==> src/rtl/motor_pwm_sequencer.sv <==
`default_nettype none
// ============================================================================
// Module      : motor_pwm_sequencer
// Description : Motor speed controller. Derives a tick enable from i_clk,
//               generates a fixed-period PWM, ramps duty between speed
//               levels at PWM period boundaries and runs a seconds-resolution
//               timer that forces a controlled stop when it expires.
//               Optional feature macro: MOTOR_SOFT_START_EN (duty ramps by
//               RAMP_STEP per period); undefined, duty jumps to its target.
// Revision    : 1.0 - initial release
// ============================================================================
module motor_pwm_sequencer #(
    parameter int CLK_DIV       = 100,
    parameter int PWM_PERIOD    = 100,
    parameter int DUTY_LO       = 30,
    parameter int DUTY_MID      = 60,
    parameter int DUTY_HI       = 90,
    parameter int RAMP_STEP     = 5,
    parameter int TICKS_PER_SEC = 1_000_000,
    localparam int DW           = $clog2(PWM_PERIOD + 1)
) (
    input  logic          i_clk,
    input  logic          i_reset,
    input  logic [1:0]    i_speed,
    input  logic          i_speed_valid,
    input  logic [7:0]    i_timer_set,
    input  logic          i_timer_load,
    output logic          o_pwm,
    output logic [DW-1:0] o_duty,
    output logic [1:0]    o_state,
    output logic [7:0]    o_remaining,
    output logic          o_timeout
);

    localparam int c_presc_w = (CLK_DIV > 1) ? $clog2(CLK_DIV) : 1;
    localparam int c_sec_w   = (TICKS_PER_SEC > 1) ? $clog2(TICKS_PER_SEC) : 1;

    localparam logic [c_presc_w-1:0] c_presc_max = c_presc_w'(CLK_DIV - 1);
    localparam logic [c_sec_w-1:0]   c_sec_max   = c_sec_w'(TICKS_PER_SEC - 1);
    localparam logic [DW-1:0]        c_pwm_max   = DW'(PWM_PERIOD - 1);
    localparam logic [DW-1:0]        c_step      = DW'(RAMP_STEP);
    localparam logic [DW-1:0]        c_duty_lo   = DW'(DUTY_LO);
    localparam logic [DW-1:0]        c_duty_mid  = DW'(DUTY_MID);
    localparam logic [DW-1:0]        c_duty_hi   = DW'(DUTY_HI);

`ifdef MOTOR_SOFT_START_EN
    localparam logic c_soft = 1'b1;
`else
    localparam logic c_soft = 1'b0;
`endif

    typedef enum logic [1:0] {
        ST_IDLE = 2'd0,
        ST_RAMP = 2'd1,
        ST_RUN  = 2'd2
    } state_t;

    state_t                 r_state;
    state_t                 w_state_nxt;
    logic [c_presc_w-1:0]   r_presc;
    logic [DW-1:0]          r_pwm_cnt;
    logic [DW-1:0]          r_duty;
    logic [DW-1:0]          r_target;
    logic [DW-1:0]          w_target_sel;
    logic [DW-1:0]          w_diff;
    logic [DW-1:0]          w_duty_ramp;
    logic [DW-1:0]          w_duty_nxt;
    logic [c_sec_w-1:0]     r_sec_cnt;
    logic [7:0]             r_remaining;
    logic                   r_timeout;
    logic                   r_pwm;
    logic                   w_tick;
    logic                   w_period_end;
    logic                   w_timer_run;
    logic                   w_sec_wrap;
    logic                   w_timeout;

    assign w_tick       = (r_presc == c_presc_max);
    assign w_period_end = w_tick && (r_pwm_cnt == c_pwm_max);

    // Timer runs only while the motor is commanded on and time is left
    assign w_timer_run  = (r_state != ST_IDLE) && (r_target != '0) && (r_remaining != 8'd0);
    assign w_sec_wrap   = w_timer_run && w_tick && (r_sec_cnt == c_sec_max);
    // A simultaneous load takes precedence and suppresses the expiry
    assign w_timeout    = w_sec_wrap && (r_remaining == 8'd1) && !i_timer_load;

    // Prescaler and PWM position counter; the tick is an enable only
    always_ff @(posedge i_clk or posedge i_reset) begin
        if (i_reset) begin
            r_presc   <= '0;
            r_pwm_cnt <= '0;
        end else begin
            if (w_tick) begin
                r_presc   <= '0;
                r_pwm_cnt <= (r_pwm_cnt == c_pwm_max) ? '0 : r_pwm_cnt + DW'(1);
            end else begin
                r_presc <= r_presc + c_presc_w'(1);
            end
        end
    end

    // Speed code to target duty lookup
    always_comb begin
        w_target_sel = '0;
        case (i_speed)
            2'd1:    w_target_sel = c_duty_lo;
            2'd2:    w_target_sel = c_duty_mid;
            2'd3:    w_target_sel = c_duty_hi;
            default: w_target_sel = '0;
        endcase
    end

    // Next duty: step toward target without overshoot, or jump when not ramping
    always_comb begin
        w_diff = (r_target > r_duty) ? (r_target - r_duty) : (r_duty - r_target);
        if (!c_soft || (w_diff <= c_step)) begin
            w_duty_ramp = r_target;
        end else if (r_target > r_duty) begin
            w_duty_ramp = r_duty + c_step;
        end else begin
            w_duty_ramp = r_duty - c_step;
        end
        w_duty_nxt = w_period_end ? w_duty_ramp : r_duty;
    end

    // Target and duty registers; expiry forces a controlled ramp to zero
    always_ff @(posedge i_clk or posedge i_reset) begin
        if (i_reset) begin
            r_target <= '0;
            r_duty   <= '0;
        end else begin
            if (w_timeout) begin
                r_target <= '0;
            end else if (i_speed_valid) begin
                r_target <= w_target_sel;
            end
            r_duty <= w_duty_nxt;
        end
    end

    // Sequencer state register
    always_ff @(posedge i_clk or posedge i_reset) begin
        if (i_reset) begin
            r_state <= ST_IDLE;
        end else begin
            r_state <= w_state_nxt;
        end
    end

    // Sequencer next state; ramp completion is judged on the duty being written
    always_comb begin
        w_state_nxt = r_state;
        case (r_state)
            ST_IDLE: begin
                if (r_target != r_duty) begin
                    w_state_nxt = ST_RAMP;
                end
            end
            ST_RAMP: begin
                if (w_duty_nxt == r_target) begin
                    w_state_nxt = (r_target == '0) ? ST_IDLE : ST_RUN;
                end
            end
            ST_RUN: begin
                if (r_target != r_duty) begin
                    w_state_nxt = ST_RAMP;
                end
            end
            default: w_state_nxt = ST_IDLE;
        endcase
    end

    // Run timer: load beats decrement; expiry pulse aligns with reaching zero
    always_ff @(posedge i_clk or posedge i_reset) begin
        if (i_reset) begin
            r_sec_cnt   <= '0;
            r_remaining <= 8'd0;
            r_timeout   <= 1'b0;
        end else begin
            r_timeout <= w_timeout;
            if (i_timer_load) begin
                r_remaining <= i_timer_set;
                r_sec_cnt   <= '0;
            end else if (w_timer_run && w_tick) begin
                if (w_sec_wrap) begin
                    r_sec_cnt   <= '0;
                    r_remaining <= r_remaining - 8'd1;
                end else begin
                    r_sec_cnt <= r_sec_cnt + c_sec_w'(1);
                end
            end
        end
    end

    // Registered PWM compare; duty only changes at the period wrap so no runts
    always_ff @(posedge i_clk or posedge i_reset) begin
        if (i_reset) begin
            r_pwm <= 1'b0;
        end else begin
            r_pwm <= (r_pwm_cnt < r_duty);
        end
    end

    assign o_pwm       = r_pwm;
    assign o_duty      = r_duty;
    assign o_state     = r_state;
    assign o_remaining = r_remaining;
    assign o_timeout   = r_timeout;

endmodule
`default_nettype wire

==> config.mk <==
export PLATFORM = sky130hd
export DESIGN_NAME = motor_pwm_sequencer
export DESIGN_NICKNAME = d
export VERILOG_FILES = /design/src/rtl/motor_pwm_sequencer.sv
export SDC_FILE = /design/constraint.sdc
export NUM_CORES = 1
export LEC_CHECK = 0
export BUFFER_PORTS_ARGS = -buffer_cell sky130_fd_sc_hd__buf_2
export CAP_MARGIN = 15
export CORE_AREA = 10 10 108 129
export CTS_CLUSTER_DIAMETER = 30
export DETAILED_ROUTE_END_ITERATION = 16
export DIE_AREA = 0 0 118 139
export HOLD_SLACK_MARGIN = 0.1
export PLACE_DENSITY = 0.47
export SLEW_MARGIN = 10
export SYNTH_ARGS = -nofsm -noshare
export SYNTH_HDL_FRONTEND = slang
export SYNTH_SLANG_ARGS = --single-unit
export TNS_END_PERCENT = 10
==> constraint.sdc <==
create_clock -name i_clk -period 3.5 [get_ports i_clk]
set_input_delay 0.525 -clock i_clk [delete_from_list [all_inputs] [get_ports i_clk]]
set_output_delay 0.525 -clock i_clk [all_outputs]
set_load 0.03 [all_outputs]
# Word level (Yosys, flattened, before mapping)
# Cells that the tools add are included.
dict set report word_totals {
  ff_bits 60
  in_bits 14
  out_inout_bits 19
}
dict set report op_classes {
  add_sub_neg 4
  order_cmp 1
  n_eq_ne 13
  muxes 16
  n_reduce_logical 19
}
# operator n
set op_table {}
lappend op_table {{two-way mux 20 bit} 3}
lappend op_table {{two-way mux 7 bit} 5}
lappend op_table {{two-way mux 8 bit} 3}
lappend op_table {{case mux 7 bit (3 select lines)} 1}
lappend op_table {{adder 20 x 1 -> 20 bit (second input constant)} 1}
lappend op_table {{== test 20 bit (second input constant)} 1}
lappend op_table {{adder 7 x 1 -> 7 bit (second input constant)} 2}
lappend op_table {{== test 7 bit (second input constant)} 2}
lappend op_table {{== test 8 x 1 -> 1 bit (second input constant)} 1}
lappend op_table {{nonzero test 2 bit} 4}
lappend op_table {{nonzero test 8 bit} 1}
lappend op_table {{subtractor 8 x 1 -> 8 bit (second input constant)} 1}
lappend op_table {{== test 7 bit} 1}
lappend op_table {{logical AND 1 bit} 7}
lappend op_table {{logical NOT 7 bit} 1}
lappend op_table {{< comparator 7 bit} 1}
lappend op_table {{inequality test 7 bit} 1}
lappend op_table {{nonzero test 7 bit} 1}
lappend op_table {{== test 2 bit (second input constant)} 3}
lappend op_table {{two-way mux 2 bit} 3}
lappend op_table {{== test 2 x 1 -> 1 bit (second input constant)} 2}
lappend op_table {{case mux 2 bit (2 select lines)} 1}
lappend op_table {{AND reduction 2 bit} 2}
lappend op_table {{logical NOT 2 bit} 1}
lappend op_table {{4 further kinds} 4}

# Longest topological paths before layout
dict set report logic_depth {
  depth_word 8
  depth_mapped 8
}

# Worst setup path before layout
# Ideal clock, no wire load.
dict set report synth_timing {
  path_type {register -> register}
  start {register r_target[1]}
  end {register r_sec_cnt[4]}
  setup_ns 0.125
  arrival_ns 1.862
  required_time_ns 3.375
  slack_ns 1.513
  path_stages_with_launch 7
  path_buffers 1
  path_cell_list {dfrtp_1 -> or4_4 -> o22a_4 -> and3_4 -> buf_6 -> nand4_1 -> mux2_2}
}
dict set report synth_via {
  elab_chain_len 8
}
# element line
set synth_lines {}
lappend synth_lines {{start, declared} 63} ;# logic [DW-1:0] r_target;
lappend synth_lines {{start signal, assigned} 135} ;# r_target <= w_target_sel;
lappend synth_lines {{nonzero test 7 bit (*)} 82} ;# assign w_timer_run = (r_state != ST_IDLE) && (r_target != '0) && (r_remaining != 8'd0);
lappend synth_lines {{logical AND 1 bit (*) (2 in a row)} 82}
lappend synth_lines {{logical AND 1 bit (*)} {83, 184}}
lappend synth_lines {{logical AND 1 bit} 83} ;# assign w_sec_wrap = w_timer_run && w_tick && (r_sec_cnt == c_sec_max);
lappend synth_lines {{two-way mux 20 bit} 185} ;# if (w_sec_wrap) begin
lappend synth_lines {{two-way mux 20 bit} 184} ;# end else if (w_timer_run && w_tick) begin
lappend synth_lines {{two-way mux 20 bit} 181} ;# if (i_timer_load) begin
lappend synth_lines {{end signal, assigned} 189} ;# r_sec_cnt <= r_sec_cnt + c_sec_w'(1);
lappend synth_lines {{end, declared} 68} ;# logic [c_sec_w-1:0] r_sec_cnt;
# Every way passes the cells marked *; elsewhere a longest branch is shown, timed or not. The select of a mux whose other input is x is not followed.
# A chain may end at the register's enable or synchronous reset.

# Final worst setup path
dict set report layout_timing {
  start {register r_presc[2]}
  end {register r_target[1]}
}
dict set report layout_via {
  elab_chain_len 6
}
# element line
set layout_lines {}
lappend layout_lines {{start, declared} 60} ;# logic [c_presc_w-1:0] r_presc;
lappend layout_lines {{start signal, assigned} 97} ;# r_presc <= r_presc + c_presc_w'(1);
lappend layout_lines {{== test 7 bit (*)} 78} ;# assign w_tick = (r_presc == c_presc_max);
lappend layout_lines {{logical AND 1 bit (*) (2 in a row)} 83}
lappend layout_lines {{logical AND 1 bit (*) (2 in a row)} 85} ;# assign w_timeout = w_sec_wrap && (r_remaining == 8'd1) && !i_timer_load;
lappend layout_lines {{named net w_timeout} 76} ;# logic w_timeout;
lappend layout_lines {{two-way mux 7 bit or nonzero test 2 bit (tied branches)} -}
# Mark *: on every way through the listed nets, which the timed path passes. The rest lies on a longest branch.

==> results.json <==
{
  "groute.layer.met2.usage_pct": 17.1,
  "post_route_cells_drive_above_1_share_pct": 16.4,
  "final-hold-violation-count": 0,
  "slew_headroom_pct": 61.5,
  "gr-usage-met1_pct": 12.4,
  "final.min_clock_period_ps": 2310,
  "critical_path_required_ps": 3690,
  "initial_utilization_pct": 29.4,
  "avg_inst_size_synth_um2": 9.43,
  "tritoncts.num_buffers": 9,
  "clock-skew-final_ps": 5.17,
  "port_buffers": 32,
  "postRouteAntennaNets": 0,
  "final_max_slew_violation_count": 0,
  "ys_dominant_reg_cell": "dfrtp_1",
  "final-setup-viol-count": 0,
  "clkLatencyLatePin_ps": 330,
  "worst_ir_drop_vdd_uv": 246,
  "multiInputGateArea_mm2": 0.00172,
  "path_cells": "nor4b_2 > and2_4 > nand3_1 > buf_4 > nor3_2 > nor2_1",
  "fin_nets": 416,
  "synth_seq_area_share_pct": 43.3,
  "outcome": "finished clean",
  "place.detailed.hpwl_um": 6000,
  "r2r_slack_ps": 1190,
  "fmax_mhz": 433,
  "timing.critical_path.arrival_ps": 2510,
  "layout.area.seq_mm2": 0.00145,
  "unrepaired_setup_endpoints_after_global_routing": "false",
  "antennaDiodeCount": 0,
  "drt-wirelength-per-cell_um": 15.2,
  "yosysWarningCount": 0,
  "dp_slack_ps": 1180,
  "synthArstFlopShare_pct": 100,
  "first_iter_violations": 111,
  "vias_post_dr": 2763,
  "final_common_cell": "dfrtp_1",
  "leakagePower_nw": 1.62,
  "count_of_max_cap_constraint_violations": 0,
  "route.detailed.vias_per_inst": 5.05,
  "grt_util_all_layers_pct": 10.4,
  "synth_edf_count": 0,
  "path_buf_inv": 1,
  "antenna_violations_before_repair": 1,
  "io_pins": 33,
  "holdBufCountCts": 0,
  "place_congestion": 0.799,
  "clk_root_buffer_cell": "clkbuf_16",
  "cp-start-kind": "flop",
  "syn-cell-area_mm2": 0.00336,
  "wl_um": 8290,
  "worstMarginPinSlew_ps": 578,
  "layout_area_overhead_pct": 17.4,
  "endpoint_kind": "flop",
  "ys_types": 52,
  "clkSlewWorstSetupHoldPaths_ps": 50,
  "cp_slowest_stage_delay_ps": 440,
  "drt_first_pass_iters": 4,
  "final.period_utilization_pct": 66.1,
  "die_y_um": 139,
  "cts.sink_count": 58,
  "reg2reg_depth": 6,
  "cp_slowest_cell": "dfrtp_1",
  "syn-instance-count": 356,
  "synth_fp_nets": 386,
  "final_cell_mix": "58 x dfrtp_1, 32 x buf_2, 28 x nor2_1",
  "h_tree_levels": 3,
  "post_cts_resized": 0,
  "num_rows": 43,
  "post-route-drc-count": 0,
  "sum_of_negative_setup_slack_ps": 0,
  "total_power_mw": 1.74,
  "power_per_cell_area_mw_per_mm2": 442,
  "r2r_start": "r_presc[2]",
  "postCtsSetupRepairBufs": 0,
  "cts_max_path_buffers": 2,
  "postSynthRegisterBits": 58,
  "maximum_number_of_pins_on_one_net_before_global_route_repair": 37,
  "crit-reg2reg-capture": "r_target[1]",
  "crit_family": "simple AND/OR/NAND/NOR gates",
  "grt_first_pass_wirelength_um": 14100,
  "overflow": 0,
  "grt_pass1_vias": 2807,
  "fin_ws_ps": 1190,
  "core_area_mm2": 0.0114,
  "hp-class": "in2async",
  "grt_use_met3_pct": 2.48,
  "chipWidth_um": 118,
  "timing.critical_path.fanout_max": 14,
  "final.fill_count": 1231,
  "busiest_layer": "met2",
  "tritoncts": "yes",
  "dieArea_mm2": 0.0164,
  "crit_type": "reg2reg"
}
==> synthesized netlist by cell type (all sizes together), types with 8 or more instances <==
cell type,count,area (um2)
a21oi,23,115
nor2,28,105
nand4,13,87.6
or4,13,101
o21ai,15,75.1
or3,12,75.1
clkbuf,8,30.0
dfrtp,58,1450
nand2,25,93.8
inv,20,75.1
ha,16,200
xnor2,10,87.6
buf,9,77.6
nor3,9,50.1
nand3,21,105
o31ai,11,82.6
==> where the power goes <==
group | total (mW) | internal [mW] | switching [mW]
Clock | 0.894 | 0.585 | 0.309
Combinational | 0.132 | 0.0467 | 0.0858
Sequential | 0.715 | 0.689 | 0.0257
==> final cells by class <==
cell class	count	share of cell area (%)
multi-input cells	261	43.7
flip-flops and latches	58	36.8
clock buffers	11	6.42
repair buffers	36	4.83
clock inverters	4	1.30
well taps	157	4.99
inverters	20	1.91
==> per-layer routing <==
metal,share of wire (%),up-vias
met3,3.4,15
met2,49,48
li1,-,1368
met1,46,1332
met4,1.9,0
met5,0,-
==> flip-flops by register name, summed over array words and instances (netlist names) <==
register     cells
o_duty           7
o_pwm            1
o_remaining      8
o_state          2
o_timeout        1
r_presc          7
r_pwm_cnt        7
r_sec_cnt       20
r_target         5
==> cells by family after synthesis <==
group | share of synthesized area (%)
multiplexers | 2.76
AND/OR/NAND/NOR | 25.3
flip-flops | 43.3
AO/OA/AOI/OAI | 14.1
buffers and inverters | 5.44
adder cells (fa/ha/maj) | 5.97
XOR/XNOR | 3.13
==> worst register-to-register path, cell delays in order, from the launching register on <==
cell and delay [ps]:
dfrtp_1 440, nor4b_2 360, and2_4 320, nand3_1 250, buf_4 270, nor3_2 450, nor2_1 100
==> per-stage QoR <==
step,std cells,hold WS (ps),cell area [um2],utilization (%)
3_5_place_dp,532,472,3630,31.9
4_1_cts,547,242,3940,34.5
5_1_grt,547,270,3940,34.5
2_1_floorplan,356,433,3360,-
3_3_place_gp,532,459,3630,31.9
6_report,547,222,3940,34.5
==> worst max-delay path by stage <==
stage                 startpoint       endpoint  depth (start not counted)
global route        r_sec_cnt[9]  r_sec_cnt[11]                          6
detailed placement    r_presc[2]    r_target[4]                          6
CTS                   r_presc[2]    r_target[1]                          6
floorplan            r_target[1]   r_sec_cnt[4]                          6
global placement      r_presc[2]    r_target[5]                          6
finish                r_presc[2]    r_target[1]                          6
Power figures use the tool's default switching activity.
